[config.mk]
export PLATFORM = sky130hd
export DESIGN_NAME = cmd_streamer
export DESIGN_NICKNAME = d
export VERILOG_FILES = /design/src/rtl/gpu_cmd_pkg.sv /design/src/rtl/cmd_streamer_fifo.sv /design/src/rtl/cmd_streamer.sv
export SDC_FILE = /design/constraint.sdc
export NUM_CORES = 1
export LEC_CHECK = 0
export ABC_CLOCK_PERIOD_IN_PS = 7600
export BUFFER_PORTS_ARGS = -buffer_cell sky130_fd_sc_hd__buf_2
export CAP_MARGIN = 20
export CORE_MARGIN = 2
export CORE_UTILIZATION = 39
export CTS_CLUSTER_DIAMETER = 150
export DETAILED_ROUTE_END_ITERATION = 8
export SLEW_MARGIN = 25
export SYNTH_ARGS = -nofsm -noshare
export SYNTH_HDL_FRONTEND = slang
export SYNTH_SLANG_ARGS = --single-unit
[constraint.sdc]
create_clock -name clk -period 7.6 [get_ports clk]
set_input_delay 0.38 -clock clk [delete_from_list [all_inputs] [get_ports clk]]
set_output_delay 0.38 -clock clk [all_outputs]
set_load 0.05 [all_outputs]
[src/rtl/gpu_cmd_pkg.sv]
// Shared types and helpers for the command streamer: FSM state encoding,
// command word size and the ring pointer wrap rule.
package gpu_cmd_pkg;

  typedef enum logic [1:0] {
    IDLE       = 2'd0,
    FETCH_REQ  = 2'd1,
    FETCH_WAIT = 2'd2,
    COMP_REQ   = 2'd3
  } cmd_stream_state_t;

  localparam logic [31:0] CMD_WORD_BYTES = 32'd4;

  // Next consumer offset; a 33-bit sum keeps the compare exact near 2^32.
  function automatic logic [31:0] ring_advance(input logic [31:0] ptr,
                                               input logic [31:0] size);
    logic [32:0] nxt;
    nxt = {1'b0, ptr} + {1'b0, CMD_WORD_BYTES};
    if (nxt >= {1'b0, size}) begin
      ring_advance = '0;
    end else begin
      ring_advance = nxt[31:0];
    end
  endfunction

endpackage

[src/rtl/cmd_streamer_fifo.sv]
// cmd_fifo: synchronous FIFO with occupancy count and a synchronous flush.
// Push on a full FIFO is accepted only when a pop happens in the same cycle.
module cmd_fifo #(
  parameter int DEPTH = 4,
  parameter int WIDTH = 32
) (
  input  logic                     clk,
  input  logic                     rst_n,
  input  logic                     flush_i,
  input  logic                     push_i,
  input  logic [WIDTH-1:0]         wdata_i,
  input  logic                     pop_i,
  output logic [WIDTH-1:0]         rdata_o,
  output logic                     empty_o,
  output logic [$clog2(DEPTH):0]   count_o
);

  localparam int AW = $clog2(DEPTH);

  logic [WIDTH-1:0] mem_q [DEPTH];
  logic [AW-1:0]    wr_ptr_q;
  logic [AW-1:0]    rd_ptr_q;
  logic [AW:0]      count_q;
  logic             full;
  logic             do_push;
  logic             do_pop;

  assign full    = (count_q == (AW+1)'(DEPTH));
  assign do_pop  = pop_i && (count_q != '0);
  assign do_push = push_i && (!full || do_pop);

  assign rdata_o = mem_q[rd_ptr_q];
  assign empty_o = (count_q == '0);
  assign count_o = count_q;

  always_ff @(posedge clk or negedge rst_n) begin
    if (!rst_n) begin
      for (int i = 0; i < DEPTH; i++) begin
        mem_q[i] <= '0;
      end
      wr_ptr_q <= '0;
      rd_ptr_q <= '0;
      count_q  <= '0;
    end else if (flush_i) begin
      wr_ptr_q <= '0;
      rd_ptr_q <= '0;
      count_q  <= '0;
    end else begin
      if (do_push) begin
        mem_q[wr_ptr_q] <= wdata_i;
        wr_ptr_q        <= wr_ptr_q + AW'(1);
      end
      if (do_pop) begin
        rd_ptr_q <= rd_ptr_q + AW'(1);
      end
      case ({do_push, do_pop})
        2'b10:   count_q <= count_q + (AW+1)'(1);
        2'b01:   count_q <= count_q - (AW+1)'(1);
        default: count_q <= count_q;
      endcase
    end
  end

endmodule

[src/rtl/cmd_streamer.sv]
// Command streamer: fetches 32-bit commands from a ring buffer in memory into
// a small FIFO and writes the consumer pointer back when the ring drains.
// Optional build macro CMD_STREAM_PERF_EN adds push and stall perf counters.
module cmd_streamer
  import gpu_cmd_pkg::*;
#(
  parameter int FIFO_DEPTH = 4,
  parameter int ADDR_W     = 32
) (
  input  logic              clk,
  input  logic              rst_n,
  input  logic              cmd_enable,
  input  logic [31:0]       cmd_ring_base,
  input  logic [31:0]       cmd_ring_size_bytes,
  input  logic [31:0]       cmd_cons_ptr_bytes,
  input  logic [31:0]       cmd_completion_base,
  input  logic              db_valid,
  input  logic [31:0]       db_prod_ptr,
  output logic              mem_req_valid,
  input  logic              mem_req_ready,
  output logic              mem_req_we,
  output logic [ADDR_W-1:0] mem_req_addr,
  output logic [31:0]       mem_req_wdata,
  input  logic              mem_rsp_valid,
  input  logic [31:0]       mem_rsp_rdata,
  output logic              cmd_valid,
  input  logic              cmd_ready,
  output logic [31:0]       cmd_data,
  output logic [31:0]       cons_ptr,
  output logic              busy,
  output logic              cfg_err,
`ifdef CMD_STREAM_PERF_EN
  output logic [31:0]       perf_cmd_count,
  output logic [31:0]       perf_stall_cycles,
`endif
  output cmd_stream_state_t dbg_state
);

  localparam int CW = $clog2(FIFO_DEPTH) + 1;

  // Handshakes: a transfer happens on a rising clk edge where valid && ready.
  // mem_req_* fields stay constant while mem_req_valid && !mem_req_ready;
  // cmd_data is the FIFO head and is popped when cmd_valid && cmd_ready.

  cmd_stream_state_t state_q;
  logic              en_q;
  logic              cfg_err_q;
  logic              drop_q;
  logic [31:0]       prod_q;
  logic [31:0]       cons_q;
  logic [31:0]       last_comp_q;
  logic              req_valid_q;
  logic              req_we_q;
  logic [ADDR_W-1:0] req_addr_q;
  logic [31:0]       req_wdata_q;

  logic              en_rise;
  logic              en_fall;
  logic              enabled;
  logic              ring_empty;
  logic              cfg_bad;
  logic              fifo_has_room;
  logic              fifo_push;
  logic              fifo_pop;
  logic              fifo_empty;
  logic [31:0]       fifo_rdata;
  logic [CW-1:0]     fifo_count;
  logic [31:0]       cons_d;
  logic [ADDR_W-1:0] fetch_addr_d;

  assign en_rise    = cmd_enable && !en_q;
  assign en_fall    = !cmd_enable && en_q;
  // The enable-edge cycle only loads pointers; decisions start one cycle later.
  assign enabled    = cmd_enable && en_q;
  assign ring_empty = (cons_q == prod_q);
  assign cfg_bad    = (cmd_ring_size_bytes == 32'd0) ||
                      (cmd_ring_size_bytes[1:0] != 2'b00) ||
                      (cmd_cons_ptr_bytes >= cmd_ring_size_bytes);

  // In IDLE nothing is in flight, so a free slot is the whole room check.
  assign fifo_has_room = (fifo_count < CW'(FIFO_DEPTH));
  assign cons_d        = ring_advance(cons_q, cmd_ring_size_bytes);
  assign fetch_addr_d  = ADDR_W'(cmd_ring_base + cons_q);

  assign fifo_push = (state_q == FETCH_WAIT) && mem_rsp_valid && cmd_enable && !drop_q;
  assign fifo_pop  = !fifo_empty && cmd_ready;

  cmd_fifo #(
    .DEPTH (FIFO_DEPTH),
    .WIDTH (32)
  ) u_fifo (
    .clk     (clk),
    .rst_n   (rst_n),
    .flush_i (en_fall),
    .push_i  (fifo_push),
    .wdata_i (mem_rsp_rdata),
    .pop_i   (fifo_pop),
    .rdata_o (fifo_rdata),
    .empty_o (fifo_empty),
    .count_o (fifo_count)
  );

  always_ff @(posedge clk or negedge rst_n) begin
    if (!rst_n) begin
      state_q     <= IDLE;
      en_q        <= 1'b0;
      cfg_err_q   <= 1'b0;
      drop_q      <= 1'b0;
      prod_q      <= '0;
      cons_q      <= '0;
      last_comp_q <= '0;
      req_valid_q <= 1'b0;
      req_we_q    <= 1'b0;
      req_addr_q  <= '0;
      req_wdata_q <= '0;
    end else begin
      en_q <= cmd_enable;

      if (en_rise) begin
        cons_q      <= cmd_cons_ptr_bytes;
        prod_q      <= cmd_cons_ptr_bytes;
        last_comp_q <= cmd_cons_ptr_bytes;
        cfg_err_q   <= cfg_bad;
      end else if (db_valid && cmd_enable) begin
        prod_q <= db_prod_ptr & 32'hFFFF_FFFC;
      end

      case (state_q)
        IDLE: begin
          if (enabled && !cfg_err_q && !ring_empty && fifo_has_room) begin
            state_q     <= FETCH_REQ;
            req_valid_q <= 1'b1;
            req_we_q    <= 1'b0;
            req_addr_q  <= fetch_addr_d;
            req_wdata_q <= '0;
          end else if (enabled && !cfg_err_q && ring_empty && (cons_q != last_comp_q)) begin
            state_q     <= COMP_REQ;
            req_valid_q <= 1'b1;
            req_we_q    <= 1'b1;
            req_addr_q  <= ADDR_W'(cmd_completion_base);
            req_wdata_q <= cons_q;
          end
        end
        FETCH_REQ: begin
          if (!cmd_enable) begin
            state_q     <= IDLE;
            req_valid_q <= 1'b0;
          end else if (mem_req_ready) begin
            state_q     <= FETCH_WAIT;
            req_valid_q <= 1'b0;
            drop_q      <= 1'b0;
          end
        end
        FETCH_WAIT: begin
          // The read is still owed by memory, so an abort waits for it and drops it.
          if (!cmd_enable) begin
            drop_q <= 1'b1;
          end
          if (mem_rsp_valid) begin
            if (cmd_enable && !drop_q) begin
              cons_q <= cons_d;
            end
            drop_q  <= 1'b0;
            state_q <= IDLE;
          end
        end
        COMP_REQ: begin
          if (!cmd_enable) begin
            state_q     <= IDLE;
            req_valid_q <= 1'b0;
          end else if (mem_req_ready) begin
            last_comp_q <= cons_q;
            state_q     <= IDLE;
            req_valid_q <= 1'b0;
          end
        end
        default: begin
          state_q     <= IDLE;
          req_valid_q <= 1'b0;
        end
      endcase
    end
  end

  // Gating with enable withdraws a request in the same cycle enable drops.
  assign mem_req_valid = req_valid_q && cmd_enable;
  assign mem_req_we    = req_we_q;
  assign mem_req_addr  = req_addr_q;
  assign mem_req_wdata = req_wdata_q;

  assign cmd_valid = !fifo_empty;
  assign cmd_data  = fifo_rdata;
  assign cons_ptr  = cons_q;
  assign busy      = (state_q != IDLE) || !fifo_empty;
  assign cfg_err   = cfg_err_q;
  assign dbg_state = state_q;

`ifdef CMD_STREAM_PERF_EN
  logic [31:0] perf_cmd_q;
  logic [31:0] perf_stall_q;

  always_ff @(posedge clk or negedge rst_n) begin
    if (!rst_n) begin
      perf_cmd_q   <= '0;
      perf_stall_q <= '0;
    end else begin
      if (en_rise) begin
        perf_cmd_q <= '0;
      end else if (fifo_push) begin
        perf_cmd_q <= perf_cmd_q + 32'd1;
      end
      if (cmd_valid && !cmd_ready) begin
        perf_stall_q <= perf_stall_q + 32'd1;
      end
    end
  end

  assign perf_cmd_count    = perf_cmd_q;
  assign perf_stall_cycles = perf_stall_q;
`endif

endmodule

==> Flow_metrics.wiki <==
{| class="wikitable"
! Metric !! Value
|-
| Part of the Yosys area used for sequential elements || 43.0%
|-
| Final Slew Violations || 0
|-
| Startpoint of the lowest-slack register-to-register path || cons_ptr[6]
|-
| CP startpoint || cons_ptr[6]
|-
| Clk pwr share || 31.5%
|-
| Critical path class || register to register
|-
| Final global-route overflow total || 0
|-
| End of the critical path || cons_ptr[27]
|-
| Result of the run || finished, final reports clean
|-
| Cells resized by post-CTS repair || 0
|-
| Detailed-route wire length || 58200 um
|-
| Worst reg2reg path depth || 15
|-
| Skew final || 0.0153 ns
|-
| Global-route wire length before repair || 88400 um
|-
| Async set or reset register ratio after synthesis || 100%
|-
| CTS tree || built
|-
| Nets in the synthesized netlist || 2010
|-
| Commonest cells after routing, fill and taps aside || buf_2 (330), dfrtp_1 (301), a21oi_1 (168), mux2_2 (129), nand2_1 (107)
|-
| CTS Root Cell || clkbuf_16
|-
| Setup repair after global routing missed its margin || false
|-
| Worst Min Path Start || cmd_completion_base[10]
|-
| Synthesized area || 17600 um2
|-
| Fmax || 206 MHz
|-
| Largest driver fanout on the critical path || 13
|-
| Vias in the first global route || 14600
|-
| Number of buffers inserted during clock tree synthesis || 36
|-
| Clock Pin Slew Worst Setup and Hold Paths || 0.06 ns
|-
| Max-cap viol count || 0
|-
| Logic gate share of total power || 32.0%
|-
| Die width || 216 um
|-
| Most common cell after layout, fill and taps aside || buf_2
|-
| Worst endpoint data arrival time || 5.28 ns
|-
| Average routed wire per standard cell || 22.3 um
|-
| Largest voltage drop on the vdd net || 0.184 mV
|-
| Overall Global Routing Usage || 24.6%
|-
| Post-Place Cell Area || 19700 um2
|-
| Chip Height || 216 um
|-
| Most common flop cell mapped by yosys || dfrtp_1
|-
| Fraction of layout cells with a size suffix above 1 || 29.8%
|-
| Vias per inst || 5.59
|-
| Pwr Density || 269 nW/um2
|-
| Layout fillers || 4200
|-
| Starting utilization of the core area || 39.7%
|-
| Hold Path Class || input pin to register
|-
| H-Tree Depth || 2
|-
| Worst Tran Pin Value || 1.09 ns
|-
| Ys Warns || 0
|-
| Number of antenna violations at the first check in global routing || 10
|-
| Net load switching power || 0.00217 W
|-
| Critical path launch point type || register
|-
| Clock sink count || 302
|-
| Sum of negative setup slack || 0 ns
|-
| Number of iterations in the first detailed-routing pass || 5
|-
| Pin count of the biggest net entering global routing || 178
|-
| Gate count of the mapped netlist || 1709
|-
| Endpoint class of the critical path || register
|-
| Number of enable flip-flop cells after synthesis || 0
|-
| Detailed placer's ending HPWL || 42200 um
|-
| Power share of the sequential group || 36.5%
|-
| Internal power summed over all cells || 0.00346 W
|-
| Post-synthesis area per instance || 10.3 um2
|-
| Leak || 10.3 nW
|-
| Switch share || 38.5%
|-
| Destination of the worst register-to-register timing path || cons_ptr[27]
|-
| Setup violators final || 0
|-
| Synth-to-Final Area Change || 19.3%
|-
| Slew margin rel. || 26.6%
|-
| Unique cell type count in the Yosys netlist || 71
|-
| Boundary Pins || 334
|-
| Clock latency of the later-clocked register in the worst-skew pair || 0.56 ns
|-
| Die footprint || 46800 um2
|-
| Core Rows || 77
|-
| Number of buffers on the longest clock path || 3
|-
| Core area || 44300 um2
|-
| Cell count of the worst hold path || 3
|-
| Initial detailed-routing violation count || 1371
|-
| R2r setup slk || 2.75 ns
|-
| Required time at the endpoint of the critical path || 8.03 ns
|-
| Post-route DRC || 0
|-
| Share of the core filled with cells || 47.3%
|-
| Post-route worst hold slack || 0.0730 ns
|-
| Post-route antenna net violation count || 0
|-
| Weighted congestion at the end of routability-driven global placement || 0.910
|-
| Final nets || 2287
|-
| Flip-flop and latch count after synthesis || 302
|-
| Final standard cell area without fillers || 21000 um2
|-
| Final period util || 63.9%
|-
| Number of input and output port buffers inserted || 331
|-
| Vias || 14600
|-
| Hold violation count in the final report || 0
|-
| Post-layout minimum cycle time || 4.85 ns
|}
-- sequential cells by signal (all words and copies together), names as in the netlist --
signal and flops:
u_fifo.mem_q 128, cons_ptr 32, last_comp_q 32, mem_req_addr 32, mem_req_wdata 32, prod_q 32
u_fifo.count_o 3, dbg_state 2, u_fifo.rd_ptr_q 2, u_fifo.wr_ptr_q 2, cfg_err 1, drop_q 1
en_q 1, mem_req_we 1, req_valid_q 1
-- critical path, stage by stage, from the launching register on --
cell and delay (ns):
dfrtp_1 0.74, nand4_1 0.30, nor2_1 0.21, nand4_1 0.24, or3_1 0.57, nor2_2 0.25, nand3_1 0.13, xnor2_1 0.19
ha_1 0.32, nand3_1 0.14, nor4_1 0.49, o311ai_2 0.21, buf_4 0.24, nand2_2 0.25, o22ai_1 0.12, a221o_1 0.33
-- cell usage after synthesis, types with 7 or more instances --
master    instances  area [um2]
nor3_1           21         105
and2_1           34         213
mux2_2          129        1450
nor2_1          104         390
a21oi_1         168         841
mux4_2           32         721
o21ai_0          99         495
a22o_1           34         298
a221o_1           7        70.1
or3_1            10        62.6
a211oi_1          7        52.6
xor2_1           17         149
and3_1           11        68.8
o211ai_1          8        60.1
a21o_1           30         225
nand3_1          38         190
xnor2_1          98         858
nand4_1          42         263
dfrtp_1         302        7560
clkbuf_1         60         225
mux2i_1          14         140
o21a_1            9        67.6
a31oi_1          11        68.8
inv_1            49         184
nor4_1           17         106
buf_2            33         165
buf_1            16        60.1
ha_1            100        1250
nor2b_1          14        87.6
nand2_1         109         409
-- area by class of cell --
type | instances | area (um2) | area share, %
Clock inverter | 16 | 189 | 0.901
Timing Repair Buffer | 351 | 1860 | 8.90
Clock buffer | 48 | 1010 | 4.80
Multi-Input combinational cell | 1246 | 9410 | 44.9
Antenna cell | 4 | 10.0 | 0.0478
Tap cell | 592 | 741 | 3.53
Sequential cell | 302 | 7560 | 36.1
Inverter | 49 | 184 | 0.878
-- through the flow --
stage	setup WS [ns]	instances	total power, W
floorplan	3.54	1709	0.00332
global placement	2.87	2537	0.00384
detailed placement	2.76	2537	0.00388
CTS	2.72	2602	0.00566
global route	2.45	2607	0.00589
finish	2.75	2608	0.00563
-- layer usage --
metal,vias up,share of wire (%),global-route usage [%]
met2,539,45,37.4
met5,-,0.070,0
met3,106,6.4,4.51
met1,7181,46,35.6
li1,6736,-,-
met4,6,3.1,7.92
-- power by group through the flow --
| stage | clock (W) | sequential (W) | combinational (W) |
|---|---|---|---|
| floorplan | 0 | 0.00232 | 0.000993 |
| global placement | 0 | 0.00207 | 0.00178 |
| detailed placement | 0 | 0.00208 | 0.00180 |
| CTS | 0.00180 | 0.00205 | 0.00181 |
| global route | 0.00186 | 0.00208 | 0.00194 |
| finish | 0.00178 | 0.00205 | 0.00180 |
-- worst min path at each step --
stage                  endpoint  slack (ns)
3_5_place_dp   mem_req_addr[10]        0.37
6_report       mem_req_addr[10]        0.07
2_1_floorplan           cfg_err        0.08
5_1_grt        u_fifo.mem_q[85]        0.09
4_1_cts        mem_req_addr[10]        0.05
3_3_place_gp   mem_req_addr[10]        0.37
-- what timing repair did --
| item | in CTS | in global routing |
|---|---|---|
| hold endpoints to repair | 66 | 0 |
| buffers inserted | 0 | 0 |
| hold buffers | 1 | 0 |
-- cells by family after synthesis --
kind of cell | count (synthesis) | synth area share, %
simple gates | 430 | 12.1
compound gates | 424 | 14.9
flops | 302 | 43.0
mux | 175 | 13.2
buf+inv | 161 | 3.76
xor+xnor | 115 | 5.73
fa+ha+maj | 102 | 7.35
No activity file was read; power rests on OpenSTA's default activity.
